### src/rtl/mc_core_seq.sv
// Multi-cycle FETCH/EXEC/MEM/WB sequencer for the NPC single-issue RV core.
// Optional wait-state watchdog: define CTRL_TIMEOUT_EN to enable the TIMEOUT-cycle limit.
module mc_core_seq #(
    parameter int CNT_W   = 32,
    parameter int TIMEOUT = 256
) (
    input  logic             clk,
    input  logic             rst,
    output logic             imem_req_valid,
    input  logic             imem_req_ready,
    input  logic             imem_rsp_valid,
    output logic             inst_latch,
    input  logic             dec_reg_wen,
    input  logic             dec_is_load,
    input  logic             dec_is_store,
    input  logic             dec_is_ebreak,
    input  logic             dec_illegal,
    output logic             dmem_req_valid,
    output logic             dmem_req_wen,
    input  logic             dmem_req_ready,
    input  logic             dmem_rsp_valid,
    output logic             rf_wen,
    output logic             pc_wen,
    output logic             halt,
    output logic             err,
    output logic [2:0]       state_o,
    output logic [CNT_W-1:0] retire_cnt
);

    typedef enum logic [2:0] {
        S_FETCH = 3'd0,
        S_IWAIT = 3'd1,
        S_EXEC  = 3'd2,
        S_MREQ  = 3'd3,
        S_MWAIT = 3'd4,
        S_WB    = 3'd5,
        S_HALT  = 3'd6,
        S_ERR   = 3'd7
    } state_t;

    state_t           r_state;
    state_t           w_norm;
    state_t           w_next;
    logic             r_mem_wen;
    logic             r_rf_wr;
    logic             r_halt;
    logic             r_err;
    logic [CNT_W-1:0] r_retire_cnt;

    always_comb begin
        // NOTE: default assigned first so every path drives w_norm and no latch is inferred.
        w_norm = r_state;
        case (r_state)
            S_FETCH: if (imem_req_ready) w_norm = S_IWAIT;
            S_IWAIT: if (imem_rsp_valid) w_norm = S_EXEC;
            S_EXEC: begin
                if (dec_is_ebreak)                                 w_norm = S_HALT;
                else if (dec_illegal || (dec_is_load && dec_is_store)) w_norm = S_ERR;
                else if (dec_is_load || dec_is_store)              w_norm = S_MREQ;
                else                                               w_norm = S_WB;
            end
            S_MREQ:  if (dmem_req_ready) w_norm = S_MWAIT;
            S_MWAIT: if (dmem_rsp_valid) w_norm = S_WB;
            S_WB:    w_norm = S_FETCH;
            S_HALT:  w_norm = S_HALT;
            S_ERR:   w_norm = S_ERR;
            default: w_norm = S_ERR;
        endcase
    end

`ifdef CTRL_TIMEOUT_EN
    localparam int                WCNT_W    = (TIMEOUT < 2) ? 1 : $clog2(TIMEOUT);
    localparam logic [WCNT_W-1:0] WCNT_LAST = WCNT_W'(TIMEOUT - 1);

    logic [WCNT_W-1:0] r_wait_cnt;
    logic              w_wait_state;
    logic              w_hs;
    logic              w_timeout;

    assign w_wait_state = (r_state == S_FETCH) || (r_state == S_IWAIT) ||
                          (r_state == S_MREQ)  || (r_state == S_MWAIT);
    assign w_hs = ((r_state == S_FETCH) && imem_req_ready) ||
                  ((r_state == S_IWAIT) && imem_rsp_valid) ||
                  ((r_state == S_MREQ)  && dmem_req_ready) ||
                  ((r_state == S_MWAIT) && dmem_rsp_valid);
    // A handshake in the final allowed cycle beats the watchdog.
    assign w_timeout = w_wait_state && !w_hs && (r_wait_cnt == WCNT_LAST);
    assign w_next    = w_timeout ? S_ERR : w_norm;

    always_ff @(posedge clk) begin
        if (rst)                  r_wait_cnt <= '0;
        else if (w_next != r_state) r_wait_cnt <= '0;
        else if (w_wait_state)    r_wait_cnt <= r_wait_cnt + 1'b1;
    end
`else
    logic w_unused_timeout;

    assign w_unused_timeout = (TIMEOUT > 0);
    assign w_next           = w_norm;
`endif

    always_ff @(posedge clk) begin
        // NOTE: non-blocking assignments so every register samples pre-edge values.
        if (rst) begin
            r_state      <= S_FETCH;
            r_mem_wen    <= 1'b0;
            r_rf_wr      <= 1'b0;
            r_halt       <= 1'b0;
            r_err        <= 1'b0;
            r_retire_cnt <= '0;
        end else begin
            r_state <= w_next;
            if (r_state == S_EXEC) begin
                r_mem_wen <= dec_is_store;
                r_rf_wr   <= (dec_is_load || dec_is_store) ? dec_is_load : dec_reg_wen;
            end
            if (r_state == S_WB) r_retire_cnt <= r_retire_cnt + 1'b1;
            if ((w_next == S_HALT) || (w_next == S_ERR)) r_halt <= 1'b1;
            if (w_next == S_ERR) r_err <= 1'b1;
        end
    end

    // Pulses and valids are masked while rst is high so an abandoned instruction never commits.
    assign imem_req_valid = !rst && (r_state == S_FETCH);
    assign inst_latch     = !rst && (r_state == S_IWAIT) && imem_rsp_valid;
    assign dmem_req_valid = !rst && (r_state == S_MREQ);
    assign dmem_req_wen   = r_mem_wen;
    assign pc_wen         = !rst && (r_state == S_WB);
    assign rf_wen         = !rst && (r_state == S_WB) && r_rf_wr;
    assign halt           = r_halt;
    assign err            = r_err;
    assign state_o        = r_state;
    assign retire_cnt     = r_retire_cnt;

endmodule

### config.mk
export PLATFORM = sky130hd
export DESIGN_NAME = mc_core_seq
export DESIGN_NICKNAME = d
export VERILOG_FILES = /design/src/rtl/mc_core_seq.sv
export SDC_FILE = /design/constraint.sdc
export NUM_CORES = 1
export LEC_CHECK = 0
export BUFFER_PORTS_ARGS = -buffer_cell sky130_fd_sc_hd__buf_2
export CAP_MARGIN = 5
export CORE_ASPECT_RATIO = 1.25
export CORE_MARGIN = 3
export CORE_UTILIZATION = 55
export CTS_CLUSTER_DIAMETER = 100
export CTS_CLUSTER_SIZE = 28
export DETAILED_ROUTE_END_ITERATION = 10
export GPL_ROUTABILITY_DRIVEN = 0
export PLACE_DENSITY = 0.83
export SYNTH_ARGS = -nofsm -noshare
export SYNTH_HDL_FRONTEND = slang
export SYNTH_SLANG_ARGS = --single-unit
### constraint.sdc
create_clock -name clk -period 2.73 [get_ports clk]
set_input_delay 0.273 -clock clk [delete_from_list [all_inputs] [get_ports clk]]
set_output_delay 0.273 -clock clk [all_outputs]
set_load 0.005 [all_outputs]
; After elaboration in Yosys (flattened, before gate mapping)
; Cells that the tools add are included.
[classes]
n_addsub = 1
eq_ne = 9
mux = 9
reduce_logical = 12
[op_table]
columns = op, count
row1 = 32-bit by 1-bit adder with 32-bit output (second input constant), 1
row2 = 3-bit case mux with 8 select lines, 1
row3 = 3-bit 2-to-1 mux, 7
row4 = 3-bit equality test (second input constant), 6
row5 = 1-bit logical AND, 7
row6 = 3-bit by 2-bit equality test with 1-bit output (second input constant), 2
row7 = 3-bit by 1-bit equality test with 1-bit output (second input constant), 1
row8 = 3-bit logical NOT, 1
row9 = 1-bit logical OR, 3
row10 = 1-bit logical NOT, 1
row11 = 1-bit 2-to-1 mux, 1
[word_totals]
regBits = 39
in_bits = 11
output_inout_bits = 43
elab_cells = 37

; Depth between registers and ports, before layout
; Gate-level depths: netlist (run 1).
[depth]
word_depth = 7
mapped_depth = 6
depth_no_buf = 5

; Least setup slack after synthesis (run 1)
; OpenSTA, ideal clock, no wires.
[synth_path]
path_kind = reg-to-output
start = reg r_state[0], in the netlist state_o[0]
end = out rf_wen
arrival_ps = 1312
t_required_ps = 2457
slack_ps = 1145
stages_incl_launch_ff = 6
n_path_buf = 1
path_cell_list = dfxtp_1 > clkbuf_1 > nor2b_1 > nand2_1 > nor2_1 > and2_1
[synth_between]
elab_chain_cells = 3
[synth_lines]
columns = element, line
row1 = start: declaration, 41  ; state_t r_state;
row2 = start signal: assignment, 112  ; r_state <= w_next;
row3 = 3-bit equality test, -
row4 = 1-bit logical AND, -
row5 = named net pc_wen, 23  ; output logic pc_wen,
row6 = 1-bit logical AND, 129  ; assign rf_wen = !rst && (r_state == S_WB) && r_rf_wr;
row7 = end: declaration, 22  ; output logic rf_wen,
; The timed path passes the listed nets, and every way through them passes these cells.

; Final worst setup path (run 1)
[layout_path]
start = reg r_state[2], in the netlist state_o[2]
end = reg r_retire_cnt[26], in the netlist retire_cnt[26]
[layout_between]
elab_chain_cells = 1
[layout_lines]
columns = element, line
row1 = 3-bit equality test, 117  ; if (r_state == S_WB) r_retire_cnt <= r_retire_cnt + 1'b1;
row2 = end signal: assignment, 117
row3 = end: declaration, 48  ; logic [CNT_W-1:0] r_retire_cnt;
; Every way passes these cells.
; A chain may end at the register's enable or synchronous reset.

==> qor.yml, run 1 <==
synth:
  syn_nets: 239
  synth_area_um2: 1940
  synth.avg_cell_area_um2: 8.54
  yosysUniqueCellTypes: 38
  async_flop_share_pct: 0
  ys_seq_elements: 39
  synthFlopType: "dfxtp_1"
  synth_edf_count: 0
  synth_seq_area_share_pct: 40.3
  yosysWarnings: 0
  synthCells: 227
hold_path:
  hold_class: "input pin to flop"
  hold_path.startpoint: "dec_is_store"
global_route:
  grt_usage_pct: 21.1
  antenna_found_initial: 0
  grt_pass1_vias: 1612
  grt.overflow.total: 0
  grt_max_degree: 31
  grt_pass1_wl_mm: 7.07
floorplan:
  die_x_um: 59.1
  io-pin-count: 54
  core_area_um2: 3280
  row_count: 23
  die-area_um2: 4280
  initial_core_util_pct: 59.1
  die_h_um: 72.4
worst_setup_path:
  crit_start: "state_o[2]"
  criticalPathCategory: "flop to flop"
  cp.arrival_ns: 2.25
  rr_startpoint: "state_o[2]"
  critPathLaunchType: "flop"
  endpoint_kind: "flop"
  critPathMaxFanout: 17
  crit_required_ns: 2.90
timing:
  relSlewSlack_pct: 68.4
  period_needed_ns: 2.08
  skew_ns: 0.00439
  finalCritPeriodShare_pct: 76.2
  report.final.hold_viol_count: 0
  timing.fmax_mhz: 481
  fin_setup_tns_ns: 0
  rsz0062_at_grt: "false"
  setup_viol: 0
  worst_slew_pin_slew_ns: 0.473
  final_max_slew_viol_count: 0
clock_tree:
  h-tree-depth: 2
  cts_sinks: 39
  cts_root_buf: "clkbuf_8"
  post_cts_resized: 0
  cts_tree: "yes"
  cts_setup_buffers: 0
  clk_path_buf_depth: 2
  clkTransAtPathRegs_ns: 0.07
  cts_hold_buffers: 0
  clk_latency_ns: 0.29
  cts_made_buffers: 5
final_layout:
  fillerInstances: 266
  area_growth_pct: 17.4
  antenna-diode-count: 0
  layout.nets: 287
  drive_gt1_share_pct: 25.7
  final_area_um2: 2280
outcome:
  status: "finished clean"
power:
  ir_worst_vdd_uv: 416
  power_mw: 0.994
  p_per_area_nw_per_um2: 437
  p_leak_nw: 0.926
route:
  dr.pass1.iters: 4
  final_antenna_net_count: 0
  wl_mm: 4.11
  wl_per_cell_um: 13.1
  via_per_inst: 5.54
  route.detailed.drc: 0
  vias: 1734
  drtIter0Drc: 82
place:
  hpwl_mm: 2.92
  place_area_um2: 2190
  io_buffers: 53
job:
  cap_violations: 0
cell usage after synthesis (2+ instances only):
| master | count | area [um2] |
|---|---|---|
| dfxtp_1 | 39 | 781 |
| nor2_1 | 34 | 128 |
| xnor2_1 | 24 | 210 |
| nor3_1 | 17 | 85.1 |
| a21oi_1 | 11 | 55.1 |
| nand2_1 | 11 | 41.3 |
| inv_1 | 10 | 37.5 |
| nand3_1 | 10 | 50.1 |
| clkbuf_1 | 9 | 33.8 |
| nor4_1 | 8 | 50.1 |
| o21ai_0 | 6 | 30.0 |
| and4_1 | 4 | 35.0 |
| nand4_1 | 4 | 25.0 |
| nor2b_1 | 4 | 25.0 |
| nor4_2 | 4 | 50.1 |
| xor2_1 | 4 | 35.0 |
| or3_1 | 3 | 18.8 |
| and3_1 | 2 | 12.5 |
| buf_2 | 2 | 10.0 |
| nand2b_1 | 2 | 12.5 |
| nand4_4 | 2 | 42.5 |
logic make-up (layout without fill, tap and decap cells):
group	Yosys count	after routing	share of synthesized area, %
compound gates	22	22	6.59
xor+xnor	28	28	12.7
fa+ha+maj	1	1	0.645
buf+inv	23	72	5.16
flops	39	39	40.3
mux	1	1	0.516
simple gates	113	113	34.2
routing by layer:
metal  wire length [um]  track usage (%)
met5                  0                0
met4                 73             8.31
met3                215             5.52
met2               2100             38.8
met1               1720             22.3
cell type report:
cell class / count / area (um2) / area share (%)
multi-input combinational: 165 / 1060 / 46.5
sequential: 39 / 781 / 34.3
timing repair buffer: 54 / 273 / 12.0
clock buffer: 7 / 76.3 / 3.35
tap: 37 / 46.3 / 2.03
inverter: 10 / 37.5 / 1.65
clock inverter: 1 / 5.00 / 0.220
layout by cell type (no fill, tap or decap), drive strengths merged, types with 10 or more instances in the layout:
| master | instances |
|---|---|
| nand2 | 11 |
| xnor2 | 24 |
| a21oi | 11 |
| nor3 | 17 |
| nand3 | 11 |
| nor2 | 34 |
| buf | 54 |
| dfxtp | 39 |
| nor4 | 13 |
| inv | 10 |
sequential cells by signal, summed over array words and instances (netlist names):
| signal | flops |
|---|---|
| dmem_req_wen | 1 |
| err | 1 |
| halt | 1 |
| r_rf_wr | 1 |
| retire_cnt | 32 |
| state_o | 3 |
where the power goes:
part / switching [mW] / leakage (nW) / total, mW / internal [mW]
clock: 0.196 / 0.0422 / 0.375 / 0.179
combinational: 0.0250 / 0.569 / 0.0427 / 0.0177
sequential: 0.00573 / 0.314 / 0.576 / 0.571
worst max-delay path: stages (launching register included):
cell and delay, ns:
dfxtp_1 0.60, and4b_1 0.34, nand3_2 0.35, nor4_1 0.43, xnor2_1 0.17, nor2_1 0.08
through the flow:
step                setup WS (ns)  std cells  util (%)  hold WS [ns]
CTS                         0.667        313      69.4         0.281
global route                0.496        313      69.4         0.308
global placement            0.761        305      66.9         0.434
finish                      0.650        313      69.4         0.284
floorplan                    1.14        227         -         0.417
detailed placement          0.698        305      66.9         0.438
worst paths after layout:
| check | endpoint | slack (ns) | cells after the start |
|---|---|---|---|
| setup / recovery | retire_cnt[26] | 0.65 | 5 |
| hold / removal | dmem_req_wen | 0.28 | 3 |
| setup reg to reg | retire_cnt[26] | 0.65 | 5 |
| hold reg to reg | halt | 0.45 | 2 |
Power figures use the tool's default switching activity.
==> run 2: changes to the inputs <==
Settings changed: CORE_UTILIZATION 55 to 51, PLACE_DENSITY 0.83 to 0.78.
Clock period 2.73 ns to 2.1 ns, I/O delays scaled along.
==> run 2 against run 1 <==
  * Sequential power increased by 29%
  * Worst hold slack worse by 0.064 ns
  * Clock-buffer cell count is 1 lower
  * Register-to-register slack worse by 0.34 ns
  * Clock skew up 0.0035 ns
  * Largest cell class unchanged
==> qor.yml, run 2 (same netlist as run 1, synthesis figures left out) <==
outcome:
  status: "finished clean"
floorplan:
  die_x_um: 61.1
  core_area_um2: 3570
  die_h_um: 74.9
  io-pin-count: 54
  row_count: 24
  die-area_um2: 4580
  initial_core_util_pct: 54.2
worst_setup_path:
  cp.arrival_ns: 1.71
  cp_slowest_cell: "dfxtp_1"
  path_delay_family: "simple AND/OR/NAND/NOR gates"
  critPathMaxFanout: 12
  endpoint_kind: "output pin"
  crit_required_ns: 1.89
  critPathLaunchType: "flop"
  criticalPathCategory: "flop to output pin"
  slowest_delay_ns: 0.33
  crit_chain: "buf_4 -> nor2b_1 -> nand2_1 -> nor2_1 -> and2_1 -> buf_2"
  path_buf_inv: 2
power:
  ir_worst_vdd_uv: 307
  p_leak_nw: 0.951
  p_per_area_nw_per_um2: 569
route:
  via_per_inst: 5.51
  drtIter0Drc: 73
  dr.pass1.iters: 4
  route.detailed.drc: 0
  wl_per_cell_um: 13.2
  wl_mm: 4.19
  vias: 1753
  final_antenna_net_count: 0
final_layout:
  layout.nets: 291
  multi_input_comb_area_um2: 1060
  antenna-diode-count: 0
  seq_area_um2: 781
  drive_gt1_share_pct: 27.2
  most-common-layout-cells: "53 x buf_2, 39 x dfxtp_1, 34 x nor2_1"
  largest_reg_flops: 32
  fillerInstances: 314
  area_growth_pct: 19.4
  mostFrequentLayoutCell: "buf_2"
  final_cells: 318
timing:
  final_max_slew_viol_count: 0
  setup_viol: 0
  rsz0062_at_grt: "false"
  skew_ns: 0.00791
  period_needed_ns: 1.92
  finalCritPeriodShare_pct: 91.6
  fin_setup_tns_ns: 0
  report.final.hold_viol_count: 0
  worst_slew_pin_slew_ns: 0.378
  fin_hold_ws_ns: 0.220
  finalWorstSetupSlack_ns: 0.177
  timing.fmax_mhz: 520
  relSlewSlack_pct: 74.8
place:
  dp.cells: 311
  hpwl_mm: 2.91
  dp_slack_ns: 0.317
  io_buffers: 53
hold_path:
  hold_class: "input pin to flop"
global_route:
  antenna_found_initial: 0
  grt.overflow.total: 0
  grt_pass1_vias: 1634
  grt_usage_pct: 20.4
  grt_pass1_wl_mm: 7.10
  grt_max_degree: 33
clock_tree:
  cts_root_buf: "clkbuf_8"
  cts_made_buffers: 5
  clk_latency_ns: 0.29
  h-tree-depth: 2
  cts_setup_buffers: 0
  clk_path_buf_depth: 2
  cts_tree: "yes"
  clkTransAtPathRegs_ns: 0.07
  post_cts_resized: 0
  cts_hold_buffers: 0
  cts_sinks: 39
job:
  cap_violations: 0
## run 2: final cells by class
class	instances	share of cell area, %
Clock buffer	6	3.57
Clock inverter	1	0.216
Inverter	10	1.62
Multi-Input combinational cell	165	45.7
Sequential cell	39	33.7
Tap cell	39	2.11
Timing Repair Buffer	58	13.1
## run 2: per-layer routing
layer  vias up  part of all wire (%)  global-route usage, %
li1        884                     -                      -
met1       811                    42                   22.4
met2        51                    51                   35.5
met3         7                   5.3                   6.86
met4         0                   1.7                   8.19
met5         -                     0                      0
## run 2: worst paths after layout
kind | from | end | slack [ns] | cells past startpoint
max | state_o[0] | rf_wen | 0.18 | 6
min | dec_is_store | dmem_req_wen | 0.22 | 3
max reg2reg | retire_cnt[8] | retire_cnt[30] | 0.31 | 5
min reg2reg | halt | halt | 0.45 | 2
## run 2: where the power goes
group	total [mW]	switching, mW	leakage [nW]	internal, mW
registers	0.743	0.00135	0.314	0.742
logic	0.0657	0.0399	0.589	0.0258
clock network	0.508	0.250	0.0470	0.258
total	1.32	0.291	0.951	1.03
## run 2: per-stage QoR
stage               cell area (um2)  util, %  power, mW
floorplan                      1940        -      0.799
global placement               2230     62.3      0.826
detailed placement             2230     62.3      0.826
CTS                            2310     64.8       1.33
global route                   2310     64.8       1.37
finish                         2310     64.8       1.32
## run 2: worst register-to-register path: cells and delay by family (launching register included)
family	cells	cell delay (ns)
xor+xnor	1	0.17
flops	1	0.41
simple gates	4	1.10
